$ cat src/rtl/uart_rx_pkt_ctrl.sv
// Packet controller behind the UART byte receiver: parses SYNC/ADDR/LEN/PAYLOAD/CSUM frames,
// verifies the checksum and replays good payloads as a write burst. Optional macro: UART_PKT_ADDR_FILTER_EN.
module uart_rx_pkt_ctrl #(
    parameter logic [7:0]  SYNC_BYTE = 8'hA5,
    parameter int          MAX_LEN   = 16,
    parameter logic [15:0] TIMEOUT   = 16'd4000,
    parameter logic [7:0]  MY_ADDR   = 8'h01,
    localparam int         IW        = (MAX_LEN > 1) ? $clog2(MAX_LEN) : 1
) (
    input  logic          clk,
    input  logic          reset,
    input  logic [7:0]    iData,
    input  logic          iValid,
    output logic          oWrEn,
    output logic [IW-1:0] oWrIdx,
    output logic [7:0]    oWrData,
    output logic [7:0]    oAddr,
    output logic [7:0]    oLen,
    output logic          oPktDone,
    output logic          oPktErr,
    output logic [2:0]    oErrCode,
    output logic [15:0]   oPktCnt,
    output logic          oBusy
);

    localparam logic [8:0] MAX_LEN_W = 9'(MAX_LEN);
    localparam logic [2:0] E_CSUM    = 3'd1;
    localparam logic [2:0] E_LEN     = 3'd2;
    localparam logic [2:0] E_TMO     = 3'd3;
    localparam logic [2:0] E_OVR     = 3'd4;

    typedef enum logic [2:0] {
        S_IDLE,
        S_ADDR,
        S_LEN,
        S_PAYLOAD,
        S_CSUM,
        S_DRAIN
    } state_t;

    state_t      state_q, state_d;
    logic        valid_q;
    logic        stb;
    logic [7:0]  sum_q, sum_d;
    logic [7:0]  addr_q, addr_d;
    logic [8:0]  len_q, len_d;
    logic [8:0]  idx_q, idx_d;
    logic [15:0] timer_q, timer_d;
    logic [7:0]  oaddr_q, oaddr_d;
    logic [7:0]  olen_q, olen_d;
    logic [15:0] cnt_q, cnt_d;
    logic        err_q, err_d;
    logic [2:0]  code_q, code_d;
    logic        mem_we;
    logic        in_frame;
    logic        tmo;
    logic        addr_ok;
    logic        wr_en;
    logic        done;
    logic [7:0]  mem_q [MAX_LEN];

    // One strobe per rising edge of the receiver's valid level
    assign stb = iValid & ~valid_q;

`ifdef UART_PKT_ADDR_FILTER_EN
    assign addr_ok = (addr_q == MY_ADDR) || (addr_q == 8'hFF);
`else
    logic unused_my_addr;
    assign unused_my_addr = ^MY_ADDR;
    assign addr_ok        = 1'b1;
`endif

    assign in_frame = (state_q == S_ADDR) || (state_q == S_LEN) ||
                      (state_q == S_PAYLOAD) || (state_q == S_CSUM);
    assign tmo      = (timer_q == TIMEOUT - 16'd1);

    always_comb begin
        state_d = state_q;
        sum_d   = sum_q;
        addr_d  = addr_q;
        len_d   = len_q;
        idx_d   = idx_q;
        timer_d = '0;
        oaddr_d = oaddr_q;
        olen_d  = olen_q;
        cnt_d   = cnt_q;
        err_d   = 1'b0;
        code_d  = code_q;
        mem_we  = 1'b0;
        wr_en   = 1'b0;
        done    = 1'b0;

        case (state_q)
            S_IDLE: begin
                if (stb && (iData == SYNC_BYTE)) begin
                    state_d = S_ADDR;
                    sum_d   = '0;
                end
            end
            S_ADDR: begin
                if (stb) begin
                    addr_d  = iData;
                    sum_d   = sum_q + iData;
                    state_d = S_LEN;
                end
            end
            S_LEN: begin
                if (stb) begin
                    if (iData == 8'd0) begin
                        len_d   = '0;
                        sum_d   = sum_q + iData;
                        state_d = S_CSUM;
                    end else if ({1'b0, iData} > MAX_LEN_W) begin
                        err_d   = 1'b1;
                        code_d  = E_LEN;
                        state_d = S_IDLE;
                    end else begin
                        len_d   = {1'b0, iData};
                        idx_d   = '0;
                        sum_d   = sum_q + iData;
                        state_d = S_PAYLOAD;
                    end
                end
            end
            S_PAYLOAD: begin
                if (stb) begin
                    mem_we = 1'b1;
                    sum_d  = sum_q + iData;
                    idx_d  = idx_q + 9'd1;
                    if (idx_q == len_q - 9'd1) begin
                        state_d = S_CSUM;
                    end
                end
            end
            S_CSUM: begin
                if (stb) begin
                    if (iData == sum_q) begin
                        if (addr_ok) begin
                            state_d = S_DRAIN;
                            idx_d   = '0;
                            oaddr_d = addr_q;
                            olen_d  = len_q[7:0];
                        end else begin
                            state_d = S_IDLE;
                        end
                    end else begin
                        err_d   = 1'b1;
                        code_d  = E_CSUM;
                        state_d = S_IDLE;
                    end
                end
            end
            S_DRAIN: begin
                // A byte arriving here is lost; the drain itself is never cut short
                if (stb) begin
                    err_d  = 1'b1;
                    code_d = E_OVR;
                end
                if (idx_q != len_q) begin
                    wr_en = 1'b1;
                    idx_d = idx_q + 9'd1;
                end else begin
                    done    = 1'b1;
                    cnt_d   = cnt_q + 16'd1;
                    state_d = S_IDLE;
                end
            end
            default: begin
                state_d = S_IDLE;
            end
        endcase

        // Inter-byte timer; a byte on the expiry cycle takes precedence
        if (in_frame && !stb) begin
            timer_d = timer_q + 16'd1;
            if (tmo) begin
                err_d   = 1'b1;
                code_d  = E_TMO;
                state_d = S_IDLE;
            end
        end
    end

    always_ff @(posedge clk or negedge reset) begin
        if (!reset) begin
            state_q <= S_IDLE;
            valid_q <= 1'b0;
            sum_q   <= '0;
            addr_q  <= '0;
            len_q   <= '0;
            idx_q   <= '0;
            timer_q <= '0;
            oaddr_q <= '0;
            olen_q  <= '0;
            cnt_q   <= '0;
            err_q   <= 1'b0;
            code_q  <= '0;
        end else begin
            state_q <= state_d;
            valid_q <= iValid;
            sum_q   <= sum_d;
            addr_q  <= addr_d;
            len_q   <= len_d;
            idx_q   <= idx_d;
            timer_q <= timer_d;
            oaddr_q <= oaddr_d;
            olen_q  <= olen_d;
            cnt_q   <= cnt_d;
            err_q   <= err_d;
            code_q  <= code_d;
        end
    end

    always_ff @(posedge clk) begin
        if (mem_we) begin
            mem_q[idx_q[IW-1:0]] <= iData;
        end
    end

    assign oWrEn    = wr_en;
    assign oWrIdx   = wr_en ? idx_q[IW-1:0] : '0;
    assign oWrData  = wr_en ? mem_q[idx_q[IW-1:0]] : 8'h00;
    assign oPktDone = done;
    assign oAddr    = oaddr_q;
    assign oLen     = olen_q;
    assign oPktErr  = err_q;
    assign oErrCode = code_q;
    assign oPktCnt  = cnt_q;
    assign oBusy    = (state_q != S_IDLE);

endmodule

$ cat config.mk
export PLATFORM = sky130hd
export DESIGN_NAME = uart_rx_pkt_ctrl
export DESIGN_NICKNAME = d
export VERILOG_FILES = /design/src/rtl/uart_rx_pkt_ctrl.sv
export SDC_FILE = /design/constraint.sdc
export NUM_CORES = 1
export LEC_CHECK = 0
export ABC_CLOCK_PERIOD_IN_PS = 4940
export CORE_UTILIZATION = 30
export CTS_CLUSTER_SIZE = 12
export DETAILED_ROUTE_END_ITERATION = 10
export GPL_TIMING_DRIVEN = 0
export PLACE_DENSITY_LB_ADDON = 0.12
export SLEW_MARGIN = 10
export SYNTH_ARGS = -nofsm -noshare
export SYNTH_HDL_FRONTEND = slang
export SYNTH_SLANG_ARGS = --single-unit
$ cat constraint.sdc
create_clock -name clk -period 4.94 [get_ports clk]
set_clock_uncertainty 0.05 [all_clocks]
set_input_delay 0.988 -clock clk [delete_from_list [all_inputs] [get_ports clk]]
set_output_delay 0.988 -clock clk [all_outputs]
set_load 0.03 [all_outputs]
==> implementation parameters <==
Parameter                              Value

Drt
  Total vias in the final route ... 6,104
  Routed wire per std cell ... 19.4 um
  Wire length reported by the detailed router ... 23.9 mm
  Initial DRT Pass Iterations ... 5
  Number of DRC violations after detailed-routing iteration 0 ... 362
  ANT nets after route ... 0
  DRC violations left ... 0
  Detailed-route vias per instance ... 4.95

Power and ir drop
  Total power consumption of the routed design ... 3.91 mW
  Power per unit of standard cell area ... 332 nW/um2
  Pleak ... 4.40 nW
  IR drop worst, VDD ... 0.293 mV

Clocking
  Setup Buffers After CTS ... 0
  Total clock buffers created by CTS ... 25
  Level count of the clock H-tree ... 1
  Max Buffers Root-to-Sink ... 3
  Post-CTS clock slew at the launch and capture registers of the worst setup and hold paths ... 60 ps
  Worst skew pair latency ... 520 ps
  Sinks on the clock net ... 217
  Clock Root Buffer ... sky130_fd_sc_hd__clkbuf_16
  CTS tree ... done

Worst setup path
  Kind of start point of the critical path ... register
  Kind of cell adding the most delay to the critical path ... buffers and inverters
  Data arrival time of the worst path ... 3710 ps
  Worst reg-to-reg path cell count ... 8
  Slowest stage delay, CP ... 610 ps
  CP max-delay cell ... sky130_fd_sc_hd__clkdlybuf4s50_1
  Cell chain of the critical path ... buf_1, buf_2, mux4_2, mux4_2, and3_1, clkdlybuf4s50_1
  Critical setup path kind ... register to primary output
  CP most frequent cell ... sky130_fd_sc_hd__mux4_2
  Number of buffer and inverter instances along the worst setup path ... 3
  Data required time of the critical path ... 3900 ps
  Critical path capture point type ... primary output
  Number of cells on the critical path ... 6
  Max FO, Critical Path ... 10

Floorplan
  Area enclosed by the die boundary ... 33,300 um2
  Core ar. ... 31,800 um2
  Vertical die dimension ... 182 um
  Chip width ... 182 um
  I/O pins ... 62
  Initial core utilization ... 0.307
  Num rows ... 65

Placed design
  Setup slack at placement ... 79.3 ps
  Port Buffers ... 61
  Final weighted congestion of routability-driven global placement ... 0.772
  Final HPWL from detailed placement ... 16.3 mm

Global route
  Largest net degree at the start of global routing ... 47
  GRT Util Overall ... 0.148
  Number of global-route vias before repair ... 6,415
  Antenna violations before repair ... 0
  Wire length of the first global-routing pass ... 37.5 mm
  Remaining global-route overflow ... 0

STA
  Relative slew slack ... 0.264
  Peak clock frequency supported by timing ... 211 MHz
  Final setup vio count ... 0
  Final Hold Viols ... 0
  Pins over their slew limit ... 0
  Final period utilization ... 0.961
  Hold_ws ... 412 ps
  Time the final worst path needs with I/O delays and setup ... 4750 ps
  Final Worst Setup Slack ... 193 ps
  RSZ-0062 raised after global routing ... false
  Worst Max-Slew Pin Slew ... 1100 ps

Synthesis
  Netlist Area Pre-Place ... 9770 um2
  Synthesis warning total ... 0
  Number of synthesized flops with an enable pin ... 128
  Per-instance average area after synthesis ... 14.1 um2
  Dominant synthesized flop cell ... sky130_fd_sc_hd__edfxtp_1
  Post-synthesis sequential element count ... 217
  Post-Synthesis Cells ... 692
  Unique masters post-synth ... 64
  Sequential cell area fraction in the yosys report ... 0.621
  Share of synthesized flip-flops with an asynchronous set or reset ... 0.410
  Post-Syn Nets ... 720

Outcome
  Outcome ... finished clean

Final layout
  Fin nets ... 809
  Fraction of layout cells with a size suffix above 1 ... 0.172
  Area Growth Syn to Fin ... 20.5%
  Top library cells by usage in the layout, fill and taps aside ... sky130_fd_sc_hd__edfxtp_1, sky130_fd_sc_hd__dfrtp_1, sky130_fd_sc_hd__nor2_1
  Final cell utilization of the core ... 0.370
  Number of fillers in the final layout ... 3,065
  Most common cell after layout, fill and taps aside ... sky130_fd_sc_hd__edfxtp_1

Flow run
  Maximum capacitance violations ... 0

Worst hold path
  Path type of the worst min-delay path ... register to register
  Min-Delay Path Depth ... 1
[kinds of logic after synthesis]
logic type               after synthesis  share of synthesized area
buffers and inverters                 44                     0.0195
AND/OR/NAND/NOR                      224                      0.117
multiplexers                          69                      0.126
XOR/XNOR                              52                     0.0466
AO/OA/AOI/OAI                         69                     0.0473
adder cells (fa/ha/maj)               17                     0.0225
flip-flops                           217                      0.621
[stage by stage]
| stage | cells | area (um2) | TNS [ps] |
|---|---|---|---|
| floorplan | 692 | 9770 | 0 |
| global placement | 1188 | 10900 | -40760 |
| detailed placement | 1189 | 11000 | 0 |
| CTS | 1233 | 11800 | 0 |
| global route | 1233 | 11800 | 0 |
| finish | 1234 | 11800 | 0 |
[cell type report]
type,instances,area (um2),share of cell area
Inverter,13,48.8,0.00414
Clock buffer,32,682,0.0579
Sequential cell,217,6070,0.516
Buffer,31,148,0.0125
Antenna cell,1,2.50,0.000213
Clock inverter,12,116,0.00988
Multi-Input combinational cell,431,3530,0.300
Tap cell,435,544,0.0462
Timing Repair Buffer,62,636,0.0540
[registers in the layout, indices dropped and copies added (netlist names), 9 cells and up]
signal	flops
timer_q	16
oPktCnt	16
idx_q	9
mem_q	128
[routing by layer]
metal	wire length, um	vias to the layer above	track usage
li1	-	2779	-
met1	10700	3149	0.194
met2	11900	140	0.259
met3	910	36	0.0216
met4	516	0	0.0353
met5	0	-	0
[timing repair]
action / in CTS / in global routing
hold buffers: 0 / 0
gates resized for setup: 0 / 4
endpoints found under the setup margin: 0 / 8
[worst paths after layout]
kind                               end  slack [ps]         from
setup / recovery            oWrData[5]         190     idx_q[1]
hold / removal             oPktCnt[15]         410  oPktCnt[15]
setup reg to reg              idx_q[8]        1970     sum_q[6]
hold reg to reg            oPktCnt[15]         410  oPktCnt[15]
max in group asynchronous   timer_q[8]        3750        reset
min in group asynchronous   oPktCnt[5]         420        reset
[cell usage after synthesis (all sizes together), types with 2 or more instances]
master | n | share of area
clkbuf | 15 | 0.0059
dfrtp | 89 | 0.23
a21o | 5 | 0.0038
or3b | 3 | 0.0027
or4 | 5 | 0.0038
mux2 | 29 | 0.033
or4b | 2 | 0.0020
buf | 16 | 0.0086
o21bai | 4 | 0.0031
nor3 | 16 | 0.0087
and4 | 2 | 0.0018
nor4 | 11 | 0.0086
mux4 | 40 | 0.092
xor2 | 24 | 0.022
xnor2 | 28 | 0.025
nand3 | 22 | 0.011
and3 | 18 | 0.012
inv | 13 | 0.0050
nand4 | 10 | 0.0064
edfxtp | 128 | 0.39
nand3b | 2 | 0.0015
a211oi | 2 | 0.0015
o31ai | 6 | 0.0046
nor2b | 3 | 0.0019
and2 | 8 | 0.0051
a31oi | 3 | 0.0019
or3 | 5 | 0.0032
nor2 | 64 | 0.025
a21oi | 12 | 0.0061
nand2b | 6 | 0.0038
o21ai | 18 | 0.0092
ha | 16 | 0.020
a311o | 2 | 0.0020
o21a | 2 | 0.0015
nand2 | 43 | 0.017
o22ai | 2 | 0.0013
[where the power goes]
group	leakage, nW	switching, mW	internal (mW)
registers	2.38	0.0100	1.94
logic	1.61	0.103	0.0648
clock network	0.400	0.718	1.07
total	4.40	0.831	3.08
Power figures use the tool's default switching activity.
